File: config.mk
export PLATFORM = sky130hd
export DESIGN_NAME = button_event_ctrl
export DESIGN_NICKNAME = d
export VERILOG_FILES = /design/src/rtl/button_evt_pkg.sv /design/src/rtl/button_event_fsm.sv /design/src/rtl/button_event_ctrl.sv
export SDC_FILE = /design/constraint.sdc
export NUM_CORES = 1
export LEC_CHECK = 0
export BUFFER_PORTS_ARGS = -buffer_cell sky130_fd_sc_hd__buf_2
export CAP_MARGIN = 20
export CORE_MARGIN = 2
export CORE_UTILIZATION = 60
export DETAILED_ROUTE_END_ITERATION = 12
export PLACE_DENSITY = 0.77
export SLEW_MARGIN = 30
export SYNTH_ARGS = -nofsm -noshare
export SYNTH_HDL_FRONTEND = slang
export SYNTH_SLANG_ARGS = --single-unit
File: constraint.sdc
create_clock -name clk -period 12.8 [get_ports clk]
set_input_delay 1.28 -clock clk [delete_from_list [all_inputs] [get_ports clk]]
set_output_delay 1.28 -clock clk [all_outputs]
set_load 0.02 [all_outputs]
File: src/rtl/button_evt_pkg.sv
// Shared encodings for the push-button event controller: event types,
// per-button FSM states and the hold-counter width helper.
package button_evt_pkg;

    localparam int EVT_TYPE_W = 2;
    localparam int NUM_EVT    = 4;

    typedef enum logic [EVT_TYPE_W-1:0] {
        EVT_PRESS   = 2'd0,
        EVT_RELEASE = 2'd1,
        EVT_LONG    = 2'd2,
        EVT_REPEAT  = 2'd3
    } evt_type_e;

    typedef enum logic [1:0] {
        ST_IDLE = 2'd0,
        ST_HOLD = 2'd1,
        ST_RPT  = 2'd2,
        ST_LOCK = 2'd3
    } btn_state_e;

    // Hold counter must reach the larger of the two periods minus one.
    function automatic int cnt_width(input int long_cycles, input int repeat_cycles);
        int max_v;
        max_v = (long_cycles > repeat_cycles) ? long_cycles : repeat_cycles;
        return ($clog2(max_v) < 1) ? 1 : $clog2(max_v);
    endfunction

endpackage

File: src/rtl/button_event_fsm.sv
// Per-button hold timer: turns one normalised pressed level into one-cycle
// PRESS / RELEASE / LONG / REPEAT post strobes (indexed by evt_type_e).
module button_event_fsm
    import button_evt_pkg::*;
#(
    parameter int LONG_CYCLES   = 50000000,
    parameter int REPEAT_CYCLES = 10000000
) (
    input  logic               clk,
    input  logic               rst_n,
    input  logic               pressed,
    output logic [NUM_EVT-1:0] post
);

    localparam int             CW          = cnt_width(LONG_CYCLES, REPEAT_CYCLES);
    localparam logic [CW-1:0]  LONG_LAST   = CW'(LONG_CYCLES - 1);
    localparam logic [CW-1:0]  REPEAT_LAST = CW'(REPEAT_CYCLES - 1);

    btn_state_e    state_r;
    btn_state_e    state_nxt_s;
    logic [CW-1:0] cnt_r;
    logic [CW-1:0] cnt_nxt_s;
    logic          first_r;

    // State, counter and "first cycle after reset" flag registers.
    always_ff @(posedge clk) begin
        if (!rst_n) begin
            state_r <= ST_IDLE;
            cnt_r   <= {CW{1'b0}};
            first_r <= 1'b1;
        end else begin
            state_r <= state_nxt_s;
            cnt_r   <= cnt_nxt_s;
            first_r <= 1'b0;
        end
    end

    // Next-state, counter and post strobes; counter clears on every transition.
    always_comb begin
        state_nxt_s = state_r;
        cnt_nxt_s   = cnt_r;
        post        = {NUM_EVT{1'b0}};
        case (state_r)
            ST_IDLE: begin
                cnt_nxt_s = {CW{1'b0}};
                if (pressed) begin
                    if (first_r) begin
                        // Key held through reset: swallow this whole hold.
                        state_nxt_s = ST_LOCK;
                    end else begin
                        state_nxt_s     = ST_HOLD;
                        post[EVT_PRESS] = 1'b1;
                    end
                end else begin
                    state_nxt_s = ST_IDLE;
                end
            end
            ST_HOLD: begin
                if (!pressed) begin
                    state_nxt_s       = ST_IDLE;
                    cnt_nxt_s         = {CW{1'b0}};
                    post[EVT_RELEASE] = 1'b1;
                end else if (cnt_r == LONG_LAST) begin
                    state_nxt_s    = ST_RPT;
                    cnt_nxt_s      = {CW{1'b0}};
                    post[EVT_LONG] = 1'b1;
                end else begin
                    cnt_nxt_s = cnt_r + CW'(1);
                end
            end
            ST_RPT: begin
                if (!pressed) begin
                    state_nxt_s       = ST_IDLE;
                    cnt_nxt_s         = {CW{1'b0}};
                    post[EVT_RELEASE] = 1'b1;
                end else if (cnt_r == REPEAT_LAST) begin
                    cnt_nxt_s        = {CW{1'b0}};
                    post[EVT_REPEAT] = 1'b1;
                end else begin
                    cnt_nxt_s = cnt_r + CW'(1);
                end
            end
            ST_LOCK: begin
                cnt_nxt_s = {CW{1'b0}};
                if (!pressed) begin
                    state_nxt_s = ST_IDLE;
                end else begin
                    state_nxt_s = ST_LOCK;
                end
            end
            default: begin
                state_nxt_s = ST_IDLE;
                cnt_nxt_s   = {CW{1'b0}};
            end
        endcase
    end

endmodule

File: src/rtl/button_event_ctrl.sv
// Push-button event controller: one hold-timer FSM per key, a pending bit per
// (button, type), a round-robin arbiter and a valid/ready event register.
module button_event_ctrl
    import button_evt_pkg::*;
#(
    parameter int NUM_BTN       = 4,
    parameter bit PB_ACTIVE_LOW = 1'b1,
    parameter int LONG_CYCLES   = 50000000,
    parameter int REPEAT_CYCLES = 10000000
) (
    input  logic                  clk,
    input  logic                  rst_n,
    input  logic [NUM_BTN-1:0]    pb_db,
    output logic                  evt_valid,
    input  logic                  evt_ready,
    output logic [2:0]            evt_btn,
    output logic [EVT_TYPE_W-1:0] evt_type,
    output logic [NUM_BTN-1:0]    btn_held,
    output logic                  evt_ovf,
    input  logic                  ovf_clr
);

    logic [NUM_BTN-1:0]              pressed_s;
    logic [NUM_BTN-1:0][NUM_EVT-1:0] post_s;
    logic [NUM_BTN-1:0][NUM_EVT-1:0] pend_r;
    logic [NUM_BTN-1:0][NUM_EVT-1:0] gnt_s;
    logic [NUM_EVT-1:0]              sel_pend_s;
    logic [2:0]                      last_r;
    logic [2:0]                      gnt_btn_s;
    evt_type_e                       gnt_type_s;
    logic                            found_s;
    logic                            load_s;
    logic                            ovf_new_s;

    assign pressed_s = pb_db ^ {NUM_BTN{PB_ACTIVE_LOW}};
    assign load_s    = !evt_valid || evt_ready;

    for (genvar g = 0; g < NUM_BTN; g++) begin : g_fsm
        button_event_fsm #(
            .LONG_CYCLES   (LONG_CYCLES),
            .REPEAT_CYCLES (REPEAT_CYCLES)
        ) u_fsm (
            .clk     (clk),
            .rst_n   (rst_n),
            .pressed (pressed_s[g]),
            .post    (post_s[g])
        );
    end

    // Round-robin button pick: first button with anything pending after last_r.
    always_comb begin
        int idx;
        found_s    = 1'b0;
        gnt_btn_s  = 3'd0;
        sel_pend_s = {NUM_EVT{1'b0}};
        for (int k = 1; k <= NUM_BTN; k++) begin
            idx = int'(last_r) + k;
            if (idx >= NUM_BTN) begin
                idx = idx - NUM_BTN;
            end else begin
                idx = idx;
            end
            if (!found_s && (|pend_r[idx])) begin
                found_s    = 1'b1;
                gnt_btn_s  = 3'(idx);
                sel_pend_s = pend_r[idx];
            end else begin
                found_s = found_s;
            end
        end
    end

    // Type within the chosen button; RELEASE last keeps events causal.
    always_comb begin
        if (sel_pend_s[EVT_PRESS]) begin
            gnt_type_s = EVT_PRESS;
        end else if (sel_pend_s[EVT_LONG]) begin
            gnt_type_s = EVT_LONG;
        end else if (sel_pend_s[EVT_REPEAT]) begin
            gnt_type_s = EVT_REPEAT;
        end else begin
            gnt_type_s = EVT_RELEASE;
        end
    end

    // One-hot mask of the pending bit consumed by this cycle's load.
    always_comb begin
        gnt_s = '0;
        for (int b = 0; b < NUM_BTN; b++) begin
            for (int t = 0; t < NUM_EVT; t++) begin
                gnt_s[b][t] = load_s && found_s && (b == int'(gnt_btn_s)) && (t == int'(gnt_type_s));
            end
        end
    end

    // A post finding its bit still set (and not granted now) is coalesced.
    assign ovf_new_s = |(pend_r & ~gnt_s & post_s);

    // Pending store, output register, sticky overflow and held levels.
    always_ff @(posedge clk) begin
        if (!rst_n) begin
            pend_r    <= '0;
            last_r    <= 3'd0;
            evt_valid <= 1'b0;
            evt_btn   <= 3'd0;
            evt_type  <= EVT_PRESS;
            btn_held  <= {NUM_BTN{1'b0}};
            evt_ovf   <= 1'b0;
        end else begin
            pend_r   <= (pend_r & ~gnt_s) | post_s;
            btn_held <= pressed_s;
            evt_ovf  <= (evt_ovf & ~ovf_clr) | ovf_new_s;
            if (load_s) begin
                evt_valid <= found_s;
                if (found_s) begin
                    evt_btn  <= gnt_btn_s;
                    evt_type <= gnt_type_s;
                    last_r   <= gnt_btn_s;
                end
            end
        end
    end

endmodule

==> impl_results.md <==
* Hold path depth at 1
* First-pass GRT wire length at approximately 27,000 um
* Vias in the first global route at slightly below 6,000
* Root Buffer: clkbuf_16
* CTS H-tree depth at 4
* Cell variety after synth at 63
* GR Util met1 at 30.5%
* Pre-Repair DR Iteration Count at 5
* CP peak stage delay at ~0.75 ns
* Starting Density at about three fifths
* HP Class: reg2reg
* Num ports at 19
* Fin. Hold Viols at 0
* Top area cells in the synthesized netlist: dfxtp_1 (38%), nor2_1 (7.5%), xor2_1 (6.7%)
* ANT cells at 0
* Worst setup SP type: register
* Detailed placer's ending HPWL at about 11,000 um
* RSZ-0062 raised after global routing: no
* CTS tree: yes
* Post-synth EDFFs at 0
* GRT Total Usage at about a quarter
* Gpl congestion at 0.879
* Pleak at 0.00287 uW
* Async SR Flop Fraction at 0%
* Yosys top cell by area: dfxtp_1
* Die Area at 13,200 sq um
* Delay-heaviest family, CP: compound AO/OA/AOI/OAI gates
* Worst path cell trace: inv_1 -> ha_1 -> mux4_2 -> nor4_4 -> nand2_4 -> or3_4 -> a221o_1 -> o41ai_1 -> o21ai_0 -> a221oi_2 -> a41oi_1
* Syn Nets at 866
* Die width at 115 um
* Minimum clock period after layout at 4.71 ns
* Die Span Y at roughly 110 um
* Slew @ Worst Pin at 0.803 ns
* CTS buffer count at 17
* Crit path DAT at 4.97 ns
* Fillers at 971
* Routed len/inst at 15.7 um
* Fin Setup TNS at 0 ns
* Peak supply drop at 0.000104 V
* Via count at slightly above 6,000
* Final number of setup-violating endpoints at 0
* CTS Hold Bufs at 0
* M3 GR Usage at 5.56%
* Synth-to-layout area growth at 10.3%
* Worst path slowest cell: dfxtp_1
* Outcome: completed
* Synthesized area at approximately 7400 sq um
* Latest clock arrival within the worst-skew pair at 0.42 ns
* Critical path type: reg2reg
* Layout cell share with drive strength beyond 1 at about a tenth
* Top-area cell type share of the netlist area at 38.1%
* Post-route DRC at 0
* Initial antenna violation count at 0
* Commonest cells post-synth: nor2_1 (146), dfxtp_1 (140), nand2_1 (59), xor2_1 (56), nand3_1 (42)
* DRT iter0 DRCs at 392
* Vias per inst at 6.01
* Post-Route WL at 15,800 um
* Yosys warns at 0
* Main synth FF type: dfxtp_1
* Most numerous cell in the Yosys netlist: nor2_1
* I/O Buffers at 18
* Post-CTS setup buffers at 0
* Global-route congestion overflow total at 0
* Critical Path RT at about 13 ns
* FP Rows at 40
* CP Buf/Inv Count at 1
* ANT nets after route at 0
* Clock Skew at 0.00574 ns
* Average cell area after synthesis at 8.88 sq um
* Tcrit/Tclk final at about 37%
* Relative slew slack at 46.3%
* DP Area at 7530 sq um
* Most Used Layer, Global Route: met2
* Cells after Synth at 828
* Worst-path fanout max at 15
* Power Dens Cells at 170 nW/um^2
* R2R depth at 11
* Synthesis-stage register bit count at between 100 and 150
* CP Depth at 11
* Max-Cap Viols at 0
* CTS Sinks at 140
* Peak Freq at approximately 210 MHz
* Slew Viols, Final at 0
* Core area at 12,000 sq um
* Pin count of the biggest net entering global routing at 27
* Clock Tree Buf Depth at 2
* Post-cts resize count at 0
* Nets@finish at 884
* GR Util met2 at 43.6%
* Design area at 8110 sq um
* Hold Slack at 0.447 ns
* Crit end category: register
* Register area share after synthesis at between 30% and 40%
* Reg clk slew, reported paths at roughly 0.060 ns
[layer usage]
| layer | routed length, um | up-vias |
|---|---|---|
| met5 | 0 | - |
| met4 | 363 | 0 |
| met3 | 708 | 36 |
| met2 | 7750 | 159 |
| met1 | 6990 | 2897 |
| li1 | - | 2945 |
[report_power, final]
group / switching (uW) / internal, uW
clock: 186 / 296
sequential: 22.7 / 452
combinational: 262 / 161
[registers in the layout, indices dropped and copies added, names as in the netlist]
signal / flops
g_fsm.u_fsm.first_r: 1
g_fsm.u_fsm.state_r: 8
g_fsm.u_fsm.cnt_r: 104
evt_ovf: 1
evt_valid: 1
last_r: 3
btn_held: 4
evt_type: 2
pend_r: 16
[path summary, 6_finish.rpt]
path / endpoint / slack (ns) / from
worst max-delay path: evt_ovf / 8.09 / last_r[1]
worst min-delay path: g_fsm[0].u_fsm.cnt_r[0] / 0.45 / g_fsm[0].u_fsm.cnt_r[0]
worst max register to register: evt_ovf / 8.09 / last_r[1]
worst min register to register: g_fsm[0].u_fsm.cnt_r[0] / 0.45 / g_fsm[0].u_fsm.cnt_r[0]
[cell type report]
| type | count | area, sq um | share of cell area (%) |
|---|---|---|---|
| repair buffers | 19 | 97.6 | 1.20 |
| multi-input cells | 642 | 4350 | 53.7 |
| inverters | 26 | 97.6 | 1.20 |
| well taps | 147 | 184 | 2.27 |
| clock inverters | 10 | 115 | 1.42 |
| clock buffers | 21 | 460 | 5.68 |
| flip-flops and latches | 140 | 2800 | 34.6 |
[per-stage QoR]
stage	total power [uW]	utilization (%)	setup slack, ns	instances
after floorplan	821	-	8.52	828
after global placement	896	63.0	8.25	974
after detailed placement	898	63.0	8.18	974
after CTS	1380	67.8	8.13	1005
after global routing	1450	67.8	7.78	1005
final	1380	67.8	8.09	1005
[cells in the final DEF (no fill, tap or decap), types with 6 or more instances in the layout]
master | netlist | layout
nor3_1 | 10 | 10
xor2_1 | 56 | 56
nand2b_1 | 12 | 12
nand3_1 | 42 | 42
nor3b_1 | 7 | 7
o21ai_0 | 15 | 15
a21oi_1 | 28 | 28
and4_1 | 10 | 10
nor4b_1 | 7 | 7
dfxtp_1 | 140 | 140
mux4_2 | 16 | 16
nand2_1 | 59 | 59
nor2_1 | 146 | 146
nor4_1 | 9 | 9
o21a_1 | 14 | 14
nand4_1 | 18 | 18
or3_1 | 7 | 7
and2_1 | 6 | 6
xnor2_1 | 38 | 38
inv_1 | 26 | 26
and3_1 | 28 | 28
or4_1 | 6 | 6
buf_2 | 2 | 18
nor2b_1 | 6 | 6
ha_1 | 30 | 30
or2_2 | 6 | 6
clkbuf_16 | 0 | 17
[cell families (layout without fill, tap and decap cells)]
kind of cell	Yosys count	after routing	share of synthesized area [%]
adders and majority gates	30	30	5.11
AOI/OAI and AO/OA	100	100	9.45
buffers and inverters	46	76	2.71
DFF	140	140	38.1
and+or+nand+nor	398	398	28.0
xor gates and xnor gates	94	94	11.2
muxes	20	20	5.45
Note: power is estimated with default switching activity, not from simulation.
